==> config.mk <==
export PLATFORM = sky130hd
export DESIGN_NAME = mips_decode_exec
export DESIGN_NICKNAME = d
export VERILOG_FILES = /design/src/rtl/mips_pkg.sv /design/src/rtl/mips_decode_exec_alu_core.sv /design/src/rtl/mips_decode_exec.sv
export SDC_FILE = /design/constraint.sdc
export NUM_CORES = 1
export LEC_CHECK = 0
export BUFFER_PORTS_ARGS = -buffer_cell sky130_fd_sc_hd__buf_2
export CORE_ASPECT_RATIO = 1.1
export CORE_UTILIZATION = 49
export DETAILED_ROUTE_END_ITERATION = 8
export PLACE_DENSITY_LB_ADDON = 0.1
export SLEW_MARGIN = 20
export SYNTH_ARGS = -nofsm -noshare
export SYNTH_HDL_FRONTEND = slang
export SYNTH_SLANG_ARGS = --single-unit
==> constraint.sdc <==
create_clock -name clk -period 6.9 [get_ports clk]
set_clock_uncertainty 0.15 [all_clocks]
set_input_delay 0.69 -clock clk [delete_from_list [all_inputs] [get_ports clk]]
set_output_delay 0.69 -clock clk [all_outputs]
set_load 0.05 [all_outputs]
==> src/rtl/mips_pkg.sv <==
`default_nettype none
// ============================================================================
// Module   : mips_pkg
// Purpose  : Shared encodings for the MIPS decode/execute slice: opcode and
//            funct constants, ALU op classes, ALU function codes, the decoded
//            control bundle type, and the funct -> ALU function mapping.
// Revision : 1.0  initial release
// ============================================================================
package mips_pkg;

  // Opcodes, instruction bits [31:26]
  localparam logic [5:0] c_OP_RTYPE = 6'b000000;
  localparam logic [5:0] c_OP_LW    = 6'b100011;
  localparam logic [5:0] c_OP_SW    = 6'b101011;
  localparam logic [5:0] c_OP_BEQ   = 6'b000100;
  localparam logic [5:0] c_OP_BNE   = 6'b000101;
  localparam logic [5:0] c_OP_ADDI  = 6'b001000;
  localparam logic [5:0] c_OP_J     = 6'b000010;

  // R-type funct field, instruction bits [5:0]
  localparam logic [5:0] c_FN_ADD = 6'b100000;
  localparam logic [5:0] c_FN_SUB = 6'b100010;
  localparam logic [5:0] c_FN_AND = 6'b100100;
  localparam logic [5:0] c_FN_OR  = 6'b100101;
  localparam logic [5:0] c_FN_SLT = 6'b101010;
  localparam logic [5:0] c_FN_NOR = 6'b100111;

  // ALU op class produced by the main decoder
  localparam logic [1:0] c_ALUOP_ADD   = 2'b00;
  localparam logic [1:0] c_ALUOP_SUB   = 2'b01;
  localparam logic [1:0] c_ALUOP_FUNCT = 2'b10;
  localparam logic [1:0] c_ALUOP_RSVD  = 2'b11;

  // ALU function codes
  localparam logic [3:0] c_ALUCTL_AND = 4'b0000;
  localparam logic [3:0] c_ALUCTL_OR  = 4'b0001;
  localparam logic [3:0] c_ALUCTL_ADD = 4'b0010;
  localparam logic [3:0] c_ALUCTL_SUB = 4'b0110;
  localparam logic [3:0] c_ALUCTL_SLT = 4'b0111;
  localparam logic [3:0] c_ALUCTL_NOR = 4'b1100;

  // Decoded control bundle
  typedef struct packed {
    logic       regdst;
    logic       branch_eq;
    logic       branch_ne;
    logic       memread;
    logic       memwrite;
    logic       memtoreg;
    logic       regwrite;
    logic       alusrc;
    logic       jump;
    logic [1:0] aluop;
  } ctrl_t;

  // R-type funct to ALU function code; unlisted functs fall back to AND
  function automatic logic [3:0] funct_to_aluctl(input logic [5:0] funct);
    logic [3:0] v_ctl;
    case (funct)
      c_FN_ADD: v_ctl = c_ALUCTL_ADD;
      c_FN_SUB: v_ctl = c_ALUCTL_SUB;
      c_FN_AND: v_ctl = c_ALUCTL_AND;
      c_FN_OR:  v_ctl = c_ALUCTL_OR;
      c_FN_SLT: v_ctl = c_ALUCTL_SLT;
      c_FN_NOR: v_ctl = c_ALUCTL_NOR;
      default:  v_ctl = c_ALUCTL_AND;
    endcase
    return v_ctl;
  endfunction

endpackage : mips_pkg
`default_nettype wire

==> src/rtl/mips_decode_exec_alu_core.sv <==
`default_nettype none
// ============================================================================
// Module   : alu_core
// Purpose  : Combinational ALU datapath and zero flag. The zero flag is
//            derived from the very result presented on o_result.
// Ports    : i_a      - operand A
//            i_b      - operand B (already muxed between rt data and imm)
//            i_aluctl - ALU function code
//            o_result - ALU result, wraps modulo 2^W
//            o_zero   - high when o_result is all zeros
// Revision : 1.0  initial release
// ============================================================================
module alu_core
  import mips_pkg::*;
#(
  parameter int W = 32
) (
  input  logic [W-1:0] i_a,
  input  logic [W-1:0] i_b,
  input  logic [3:0]   i_aluctl,
  output logic [W-1:0] o_result,
  output logic         o_zero
);

  logic         w_lt;
  logic [W-1:0] w_result;

  assign w_lt = $signed(i_a) < $signed(i_b);

  always_comb begin
    w_result = '0;
    case (i_aluctl)
      c_ALUCTL_AND: w_result = i_a & i_b;
      c_ALUCTL_OR:  w_result = i_a | i_b;
      c_ALUCTL_ADD: w_result = i_a + i_b;
      c_ALUCTL_SUB: w_result = i_a - i_b;
      c_ALUCTL_SLT: w_result = {{(W-1){1'b0}}, w_lt};
      c_ALUCTL_NOR: w_result = ~(i_a | i_b);
      default:      w_result = '0;
    endcase
  end

  assign o_result = w_result;
  assign o_zero   = (w_result == '0);

endmodule : alu_core
`default_nettype wire

==> src/rtl/mips_decode_exec.sv <==
`default_nettype none
// ============================================================================
// Module   : mips_decode_exec
// Purpose  : Single-cycle MIPS main decoder, ALU control and ALU, with every
//            output registered (latency 1, one instruction per cycle).
// Ports    : clk, rst            - clock, synchronous active-high reset
//            bubble              - zero the registered control outputs
//            opcode, funct       - instruction fields [31:26] and [5:0]
//            a, b, seimm         - rs data, rt data, sign-extended immediate
//            regdst ... jump     - registered control flags
//            aluop, aluctl       - registered ALU op class / function code
//            result, zero        - registered ALU result and its zero flag
// Revision : 1.0  initial release
// ============================================================================
module mips_decode_exec
  import mips_pkg::*;
#(
  parameter int W = 32
) (
  input  logic         clk,
  input  logic         rst,
  input  logic         bubble,
  input  logic [5:0]   opcode,
  input  logic [5:0]   funct,
  input  logic [W-1:0] a,
  input  logic [W-1:0] b,
  input  logic [W-1:0] seimm,
  output logic         regdst,
  output logic         branch_eq,
  output logic         branch_ne,
  output logic         memread,
  output logic         memwrite,
  output logic         memtoreg,
  output logic         regwrite,
  output logic         alusrc,
  output logic         jump,
  output logic [1:0]   aluop,
  output logic [3:0]   aluctl,
  output logic [W-1:0] result,
  output logic         zero
);

  ctrl_t        w_ctrl;
  logic         w_known_op;
  logic [3:0]   w_aluctl;
  logic [W-1:0] w_opb;
  logic [W-1:0] w_result;
  logic         w_zero;

  ctrl_t        r_ctrl;
  logic [3:0]   r_aluctl;
  logic [W-1:0] r_result;
  logic         r_zero;

  // Main decoder
  always_comb begin
    w_ctrl     = '0;
    w_known_op = 1'b1;
    case (opcode)
      c_OP_RTYPE: begin
        w_ctrl.regdst   = 1'b1;
        w_ctrl.regwrite = 1'b1;
        w_ctrl.aluop    = c_ALUOP_FUNCT;
      end
      c_OP_LW: begin
        w_ctrl.memread  = 1'b1;
        w_ctrl.memtoreg = 1'b1;
        w_ctrl.regwrite = 1'b1;
        w_ctrl.alusrc   = 1'b1;
        w_ctrl.aluop    = c_ALUOP_ADD;
      end
      c_OP_SW: begin
        w_ctrl.memwrite = 1'b1;
        w_ctrl.alusrc   = 1'b1;
        w_ctrl.aluop    = c_ALUOP_ADD;
      end
      c_OP_BEQ: begin
        w_ctrl.branch_eq = 1'b1;
        w_ctrl.aluop     = c_ALUOP_SUB;
      end
      c_OP_BNE: begin
        w_ctrl.branch_ne = 1'b1;
        w_ctrl.aluop     = c_ALUOP_SUB;
      end
      c_OP_ADDI: begin
        w_ctrl.regwrite = 1'b1;
        w_ctrl.alusrc   = 1'b1;
        w_ctrl.aluop    = c_ALUOP_ADD;
      end
      c_OP_J: begin
        w_ctrl.jump  = 1'b1;
        w_ctrl.aluop = c_ALUOP_ADD;
      end
      default: begin
        w_known_op = 1'b0;
      end
    endcase
  end

  // ALU control. Unrecognised opcodes share aluop=00 with loads/stores but
  // must not add: they fall through to AND, so they are split out here.
  always_comb begin
    w_aluctl = c_ALUCTL_AND;
    case (w_ctrl.aluop)
      c_ALUOP_ADD:   w_aluctl = w_known_op ? c_ALUCTL_ADD : c_ALUCTL_AND;
      c_ALUOP_SUB:   w_aluctl = c_ALUCTL_SUB;
      c_ALUOP_FUNCT: w_aluctl = funct_to_aluctl(funct);
      default:       w_aluctl = c_ALUCTL_AND;
    endcase
  end

  assign w_opb = w_ctrl.alusrc ? seimm : b;

  alu_core #(
    .W (W)
  ) u_alu_core (
    .i_a      (a),
    .i_b      (w_opb),
    .i_aluctl (w_aluctl),
    .o_result (w_result),
    .o_zero   (w_zero)
  );

  // Output register. A bubble clears only the control side; the datapath
  // still captures this cycle's ALU output.
  always_ff @(posedge clk) begin
    if (rst) begin
      r_ctrl   <= '0;
      r_aluctl <= '0;
      r_result <= '0;
      r_zero   <= 1'b0;
    end else begin
      r_result <= w_result;
      r_zero   <= w_zero;
      if (bubble) begin
        r_ctrl   <= '0;
        r_aluctl <= '0;
      end else begin
        r_ctrl   <= w_ctrl;
        r_aluctl <= w_aluctl;
      end
    end
  end

  assign regdst    = r_ctrl.regdst;
  assign branch_eq = r_ctrl.branch_eq;
  assign branch_ne = r_ctrl.branch_ne;
  assign memread   = r_ctrl.memread;
  assign memwrite  = r_ctrl.memwrite;
  assign memtoreg  = r_ctrl.memtoreg;
  assign regwrite  = r_ctrl.regwrite;
  assign alusrc    = r_ctrl.alusrc;
  assign jump      = r_ctrl.jump;
  assign aluop     = r_ctrl.aluop;
  assign aluctl    = r_aluctl;
  assign result    = r_result;
  assign zero      = r_zero;

endmodule : mips_decode_exec
`default_nettype wire

==> results.py, run 1 <==
metrics = {
    "run_status": {
        "status": "finished clean",
    },
    "logic_synthesis": {
        "synth_area_leader_cell": "ha_1",
        "synth_top_area_share": 0.184,
        "synth_edf_count": 0,
        "synth_nets": 1266,
        "async_reset_ff_frac": 0,
        "synthFlopType": "dfxtp_1",
        "syn_inst": 1042,
        "yosysWarnings": 0,
        "yosys.cell_types.count": 79,
        "synth_seq_area_share": 0.125,
        "synth.ff_latch_count": 47,
        "syn_area_per_cell_sq_um": 7.25,
        "synth_area_sq_um": 7550,
        "synth_area_leaders": "ha_1, dfxtp_1, a21oi_1, mux2_2, inv_1",
    },
    "floorplan": {
        "ios": 159,
        "rows": 47,
        "core-area_sq_um": 15100,
        "start_util": 0.502,
        "fp.dieW_microns": 120,
        "die_area_sq_um": 15900,
        "die_h_microns": 132,
    },
    "timing": {
        "hold_viol_final": 0,
        "fin_tns_setup_ns": 0,
        "rsz0062_at_grt": "false",
        "finalMaxSlewViolations": 0,
        "max_clock_freq_mhz": 173,
        "finalCriticalPeriod_ns": 5.76,
        "setup_ws_ns": 1.14,
        "whs_ns": 0.513,
        "worst_pin_slew_ns": 1.01,
        "setup_viol": 0,
        "min_period_over_period": 0.835,
        "max_slew_margin": 0.325,
    },
    "finish": {
        "layout_commonest_cell": "buf_2",
        "largest_reg_flops": 32,
        "n_antenna_cell": 0,
        "area_growth_pct": 14.1,
        "fillers": 1525,
        "finalNetCount": 1376,
        "layout-drive-gt1-share": 0.206,
        "final_cell_mix": "buf_2, ha_1, inv_1",
    },
    "clock_tree": {
        "clockRootBuffer": "clkbuf_16",
        "numCtsBuffers": 5,
        "post_cts_buffers": 0,
        "clk_pin_slew_ns": 0.07,
        "cts_resized": 0,
        "clock_sinks": 47,
        "cts.path.max_buffers": 2,
        "htreeDepth": 2,
        "hold_buffers": 0,
        "cts_tree": "built",
    },
    "grt": {
        "antenna_found_initial": 0,
        "grt.total_usage": 0.320,
        "gr-usage-met1": 0.437,
        "met2_usage": 0.516,
        "grt_max_degree": 45,
        "grt_pass1_wl_mm": 40.4,
        "grt_pass1_vias": 7509,
        "overflow": 0,
        "busiest_layer": "met2",
        "met3_usage": 0.0385,
    },
    "route": {
        "postRouteAntennaNets": 0,
        "drtIter0Drc": 824,
        "wire_per_inst_microns": 19.2,
        "vias": 8319,
        "routed_wl_mm": 25.8,
        "drc": 0,
        "dr.pass1.iters": 6,
        "avgViaCountPerCell": 6.17,
    },
    "critical_path": {
        "crit_slowest_cell": "or4_1",
        "crit_start": "opcode[0]",
        "cp_num_cells": 18,
        "path_buf_inv": 3,
        "cp_max_fo": 33,
        "critPathArrivalTime_ns": 5.83,
        "crit_end": "zero",
        "critical_path_class": "in -> reg",
        "cp.required_ns": 6.96,
        "start_kind": "primary input",
        "max_stage_delay_ns": 0.56,
        "critPathTopFamily": "compound AO/OA/AOI/OAI gates",
        "end_kind": "flip-flop",
        "path_cells": "buf_2 -> nor3_1 -> nand2_1 -> a211o_1 -> buf_4 -> mux2_2 -> inv_1 -> ha_1 -> o211ai_1 -> o211ai_1 -> a21oi_1 -> o31a_1 -> o31ai_1 -> o221a_2 -> o21ai_0 -> or4_1 -> or4_1 -> nor4_2",
    },
    "pwr": {
        "powerDensity_nw_per_um2": 152,
        "peakVddDrop_v": 0.000105,
        "p_sw_mw": 0.572,
        "internal_power_mw": 0.736,
        "seq_power_share": 0.225,
        "pwr-share-comb": 0.518,
        "p_clk_frac": 0.256,
        "p_leak_nw": 4.11,
        "swShare": 0.438,
    },
    "placement": {
        "dp_slack_ns": 0.900,
        "dp_hpwl_mm": 19.8,
        "io_buffers": 158,
        "place_congestion": 0.977,
    },
    "hold_path": {
        "hold_class": "in -> reg",
    },
    "job": {
        "drv_cap": 0,
    },
}
## power by group through the flow
stage	Sequential, mW	Combinational [mW]	Clock, mW
2_1_floorplan	0.364	0.411	0
3_3_place_gp	0.301	0.664	0
3_5_place_dp	0.301	0.661	0
4_1_cts	0.295	0.665	0.335
5_1_grt	0.296	0.736	0.345
6_report	0.295	0.678	0.335
## logic make-up (layout without fill, tap and decap cells)
kind of cell | after synthesis | in the layout | synth area share
AOI/OAI and AO/OA | 344 | 344 | 0.313
buffers and inverters | 162 | 273 | 0.0848
adders and majority gates | 113 | 113 | 0.189
muxes | 38 | 38 | 0.0560
and+or+nand+nor | 322 | 322 | 0.214
DFF | 47 | 47 | 0.125
xor gates and xnor gates | 16 | 16 | 0.0186
## area by class of cell
| cell class | count | area [sq um] | area share |
|---|---|---|---|
| multi-input cells | 833 | 6010 | 0.697 |
| clock inverters | 3 | 71.3 | 0.00827 |
| inverters | 100 | 375 | 0.0435 |
| well taps | 196 | 245 | 0.0284 |
| repair buffers | 165 | 856 | 0.0993 |
| flip-flops and latches | 47 | 941 | 0.109 |
| clock buffers | 5 | 125 | 0.0145 |
## cells in the mapped netlist, types with 4 or more instances
library cell,number
or3_1,6
nand4_1,14
a21o_1,17
or2_2,5
o31ai_1,8
and2_1,7
xor2_1,5
o21bai_1,6
o211ai_1,16
nand2b_1,6
a31oi_1,9
dfxtp_1,47
a22o_1,6
mux2i_1,4
a22oi_1,14
a21oi_1,91
o31a_1,5
inv_1,100
a211oi_1,15
nand3_1,15
ha_1,111
nand2_1,73
nor2_1,94
o2111ai_1,6
and3_1,7
or4_1,6
nor4_1,18
clkbuf_1,46
a221o_1,10
nor3_1,27
o21ai_0,67
o221ai_1,9
buf_2,11
mux2_2,34
xnor2_1,11
nor2b_1,23
o21a_1,7
a221oi_1,13
## stage by stage
step | cell area (sq um) | instances | util | power [mW]
after floorplan | 7550 | 1042 | - | 0.775
after global placement | 8420 | 1341 | 0.559 | 0.965
after detailed placement | 8420 | 1341 | 0.559 | 0.962
after CTS | 8620 | 1349 | 0.572 | 1.29
after global routing | 8620 | 1349 | 0.573 | 1.38
final | 8620 | 1349 | 0.573 | 1.31
## layer usage
layer	vias to the layer above	part of all wire	routed length [microns]
li1	4007	-	-
met4	0	0.031	812
met3	67	0.078	2020
met1	3809	0.44	11300
met2	436	0.45	11700
met5	-	0	0
## how the worst min path moves through the flow
stage	start	to	slack [ns]	cells after the start
6_report	opcode[5]	jump	0.51	2
5_1_grt	opcode[5]	jump	0.53	2
4_1_cts	opcode[5]	jump	0.51	2
3_5_place_dp	opcode[5]	jump	0.82	2
3_3_place_gp	opcode[5]	jump	0.81	2
2_1_floorplan	rst	result[23]	0.61	1
No activity file was read; power rests on OpenSTA's default activity.
==> run 2, diff against run 1 <==
--- a/config.mk
+++ b/config.mk
@@ -5,6 +5,7 @@
 export SDC_FILE = /design/constraint.sdc
 export NUM_CORES = 1
 export LEC_CHECK = 0
+export ABC_AREA = 1
 export BUFFER_PORTS_ARGS = -buffer_cell sky130_fd_sc_hd__buf_2
 export CORE_ASPECT_RATIO = 1.1
 export CORE_UTILIZATION = 49
==> constraint.sdc (replaced) <==
create_clock -name clk -period 5.62 [get_ports clk]
set_clock_uncertainty 0.15 [all_clocks]
set_input_delay 0.562 -clock clk [delete_from_list [all_inputs] [get_ports clk]]
set_output_delay 0.562 -clock clk [all_outputs]
set_load 0.05 [all_outputs]
==> results.py, run 2 <==
metrics = {
    "logic_synthesis": {
        "synth_seq_area_share": 0.106,
        "synth.ff_latch_count": 47,
        "syn_area_per_cell_sq_um": 5.32,
        "synth_area_sq_um": 8850,
        "synthFlopType": "dfxtp_1",
        "synth_nets": 1887,
        "synth_edf_count": 0,
        "syn_inst": 1663,
        "ys_top_cells_by_count": "nand2_1, inv_1, nor2_1",
        "yosys.cell_types.count": 39,
        "yosysWarnings": 0,
        "async_reset_ff_frac": 0,
        "synth_area_leader_cell": "nand2_1",
        "synth_area_leaders": "nand2_1, ha_1, inv_1, dfxtp_1, nor2_1",
        "synth_top_area_share": 0.226,
        "synth.most_common_cell": "nand2_1",
    },
    "clock_tree": {
        "post_cts_buffers": 0,
        "clockRootBuffer": "clkbuf_16",
        "cts_resized": 0,
        "hold_buffers": 0,
        "cts.path.max_buffers": 2,
        "clk_pin_slew_ns": 0.06,
        "numCtsBuffers": 5,
        "cts_tree": "built",
        "htreeDepth": 2,
        "clock_sinks": 47,
    },
    "placement": {
        "place_congestion": 1.04,
        "dp_hpwl_mm": 26.7,
        "place_area_sq_um": 9750,
        "io_buffers": 158,
    },
    "critical_path": {
        "critical_path_class": "in -> reg",
        "crit_start": "opcode[3]",
        "cp.required_ns": 5.70,
        "critPathArrivalTime_ns": 4.63,
        "end_kind": "flip-flop",
        "start_kind": "primary input",
        "cp_max_fo": 36,
    },
    "timing": {
        "whs_ns": 0.437,
        "hold_viol_final": 0,
        "rsz0062_at_grt": "false",
        "max_slew_margin": 0.255,
        "finalCriticalPeriod_ns": 4.55,
        "finalMaxSlewViolations": 0,
        "max_clock_freq_mhz": 220,
        "min_period_over_period": 0.809,
        "fin_tns_setup_ns": 0,
        "setup_viol": 0,
        "worst_pin_slew_ns": 1.12,
    },
    "route": {
        "wire_per_inst_microns": 15.6,
        "dr.pass1.iters": 6,
        "vias": 10400,
        "drtIter0Drc": 880,
        "drc": 0,
        "routed_wl_mm": 31.7,
        "postRouteAntennaNets": 0,
        "avgViaCountPerCell": 5.11,
    },
    "finish": {
        "final_cell_mix": "nand2_1, inv_1, nor2_1",
        "layout-drive-gt1-share": 0.118,
        "area_growth_pct": 12.1,
        "largest_reg_flops": 32,
        "finish.instance_area_sq_um": 9920,
        "layout_commonest_cell": "nand2_1",
        "n_antenna_cell": 0,
        "finalNetCount": 2017,
    },
    "hold_path": {
        "hold_path.startpoint": "opcode[0]",
        "hold_class": "in -> reg",
    },
    "floorplan": {
        "die_area_sq_um": 18600,
        "rows": 51,
        "ios": 159,
        "core-area_sq_um": 17700,
        "fp.dieW_microns": 130,
        "die_h_microns": 143,
        "start_util": 0.500,
    },
    "grt": {
        "grt_pass1_vias": 9147,
        "met2_usage": 0.563,
        "gr-usage-met1": 0.463,
        "grt_max_degree": 37,
        "antenna_found_initial": 0,
        "grt.total_usage": 0.344,
        "grt_pass1_wl_mm": 48.0,
        "overflow": 0,
        "busiest_layer": "met2",
        "met3_usage": 0.0330,
    },
    "pwr": {
        "powerDensity_nw_per_um2": 159,
        "peakVddDrop_v": 0.000150,
        "p_leak_nw": 6.13,
    },
    "job": {
        "drv_cap": 0,
    },
    "run_status": {
        "status": "finished clean",
    },
}
==> run 2: changes by cell type after synthesis, moves of 34 or more <==
cell / before / now
nand3_1: 15 / 130
mux2_2: 34 / 0
nand2_1: 73 / 533
nor2_1: 94 / 202
a21oi_1: 91 / 52
inv_1: 100 / 350
==> run 2: area by class of cell <==
cell class,count,area (sq um)
clock buffer,5,125
inverter,359,1350
tap,238,298
multi-input combinational,1218,6340
fill,1944,7760
timing repair buffer,162,821
clock inverter,3,46.3
sequential,47,941
==> run 2: worst paths after layout <==
| path | to | cells after the start | slack [ns] |
|---|---|---|---|
| max | zero | 25 | 1.07 |
| min | branch_ne | 3 | 0.44 |
==> run 2: cell families (layout without fill, tap and decap cells) <==
family / Yosys count / in the layout / synth area share
flip-flops: 47 / 47 / 0.106
multiplexers: 3 / 3 / 0.00339
adder cells (fa/ha/maj): 113 / 113 / 0.162
AND/OR/NAND/NOR: 946 / 946 / 0.452
AO/OA/AOI/OAI: 141 / 141 / 0.0847
buffers and inverters: 398 / 529 / 0.177
XOR/XNOR: 15 / 15 / 0.0149
==> run 2: worst max-delay path, cell delays in order <==
cell     delay (ns)
buf_2          0.12
inv_2          0.04
nor2_1         0.16
nand3_2        0.10
nand2_2        0.24
buf_4          0.36
nand2_1        0.08
o21ai_0        0.15
inv_1          0.11
ha_1           0.44
nor2_1         0.27
nand2_1        0.14
nor3_1         0.41
nand2_1        0.14
nand2_1        0.16
nand2_1        0.08
nand3_1        0.10
nand3_1        0.07
nor2_1         0.31
nand2_1        0.09
nor2_1         0.15
nand2_1        0.10
nor2_1         0.10
nand2_1        0.05
nor2_1         0.08
==> run 2: routing by layer <==
layer | share of wire | vias to the layer above
met5 | 0 | -
met4 | 0.036 | 0
li1 | - | 5275
met1 | 0.44 | 4535
met3 | 0.089 | 77
met2 | 0.44 | 495
==> run 2: power by group <==
group	internal [mW]	switching, mW	total, mW
clock network	0.211	0.124	0.335
registers	0.349	0.00318	0.352
logic	0.265	0.628	0.893
==> run 2: metrics by stage <==
| stage | util | instances | power, mW | setup WS (ns) |
|---|---|---|---|---|
| 2_1_floorplan | - | 1663 | 0.963 | 1.95 |
| 3_3_place_gp | 0.551 | 2024 | 1.23 | 0.858 |
| 3_5_place_dp | 0.551 | 2024 | 1.23 | 0.925 |
| 4_1_cts | 0.561 | 2032 | 1.56 | 1.20 |
| 5_1_grt | 0.561 | 2032 | 1.69 | 0.788 |
| 6_report | 0.561 | 2032 | 1.58 | 1.07 |
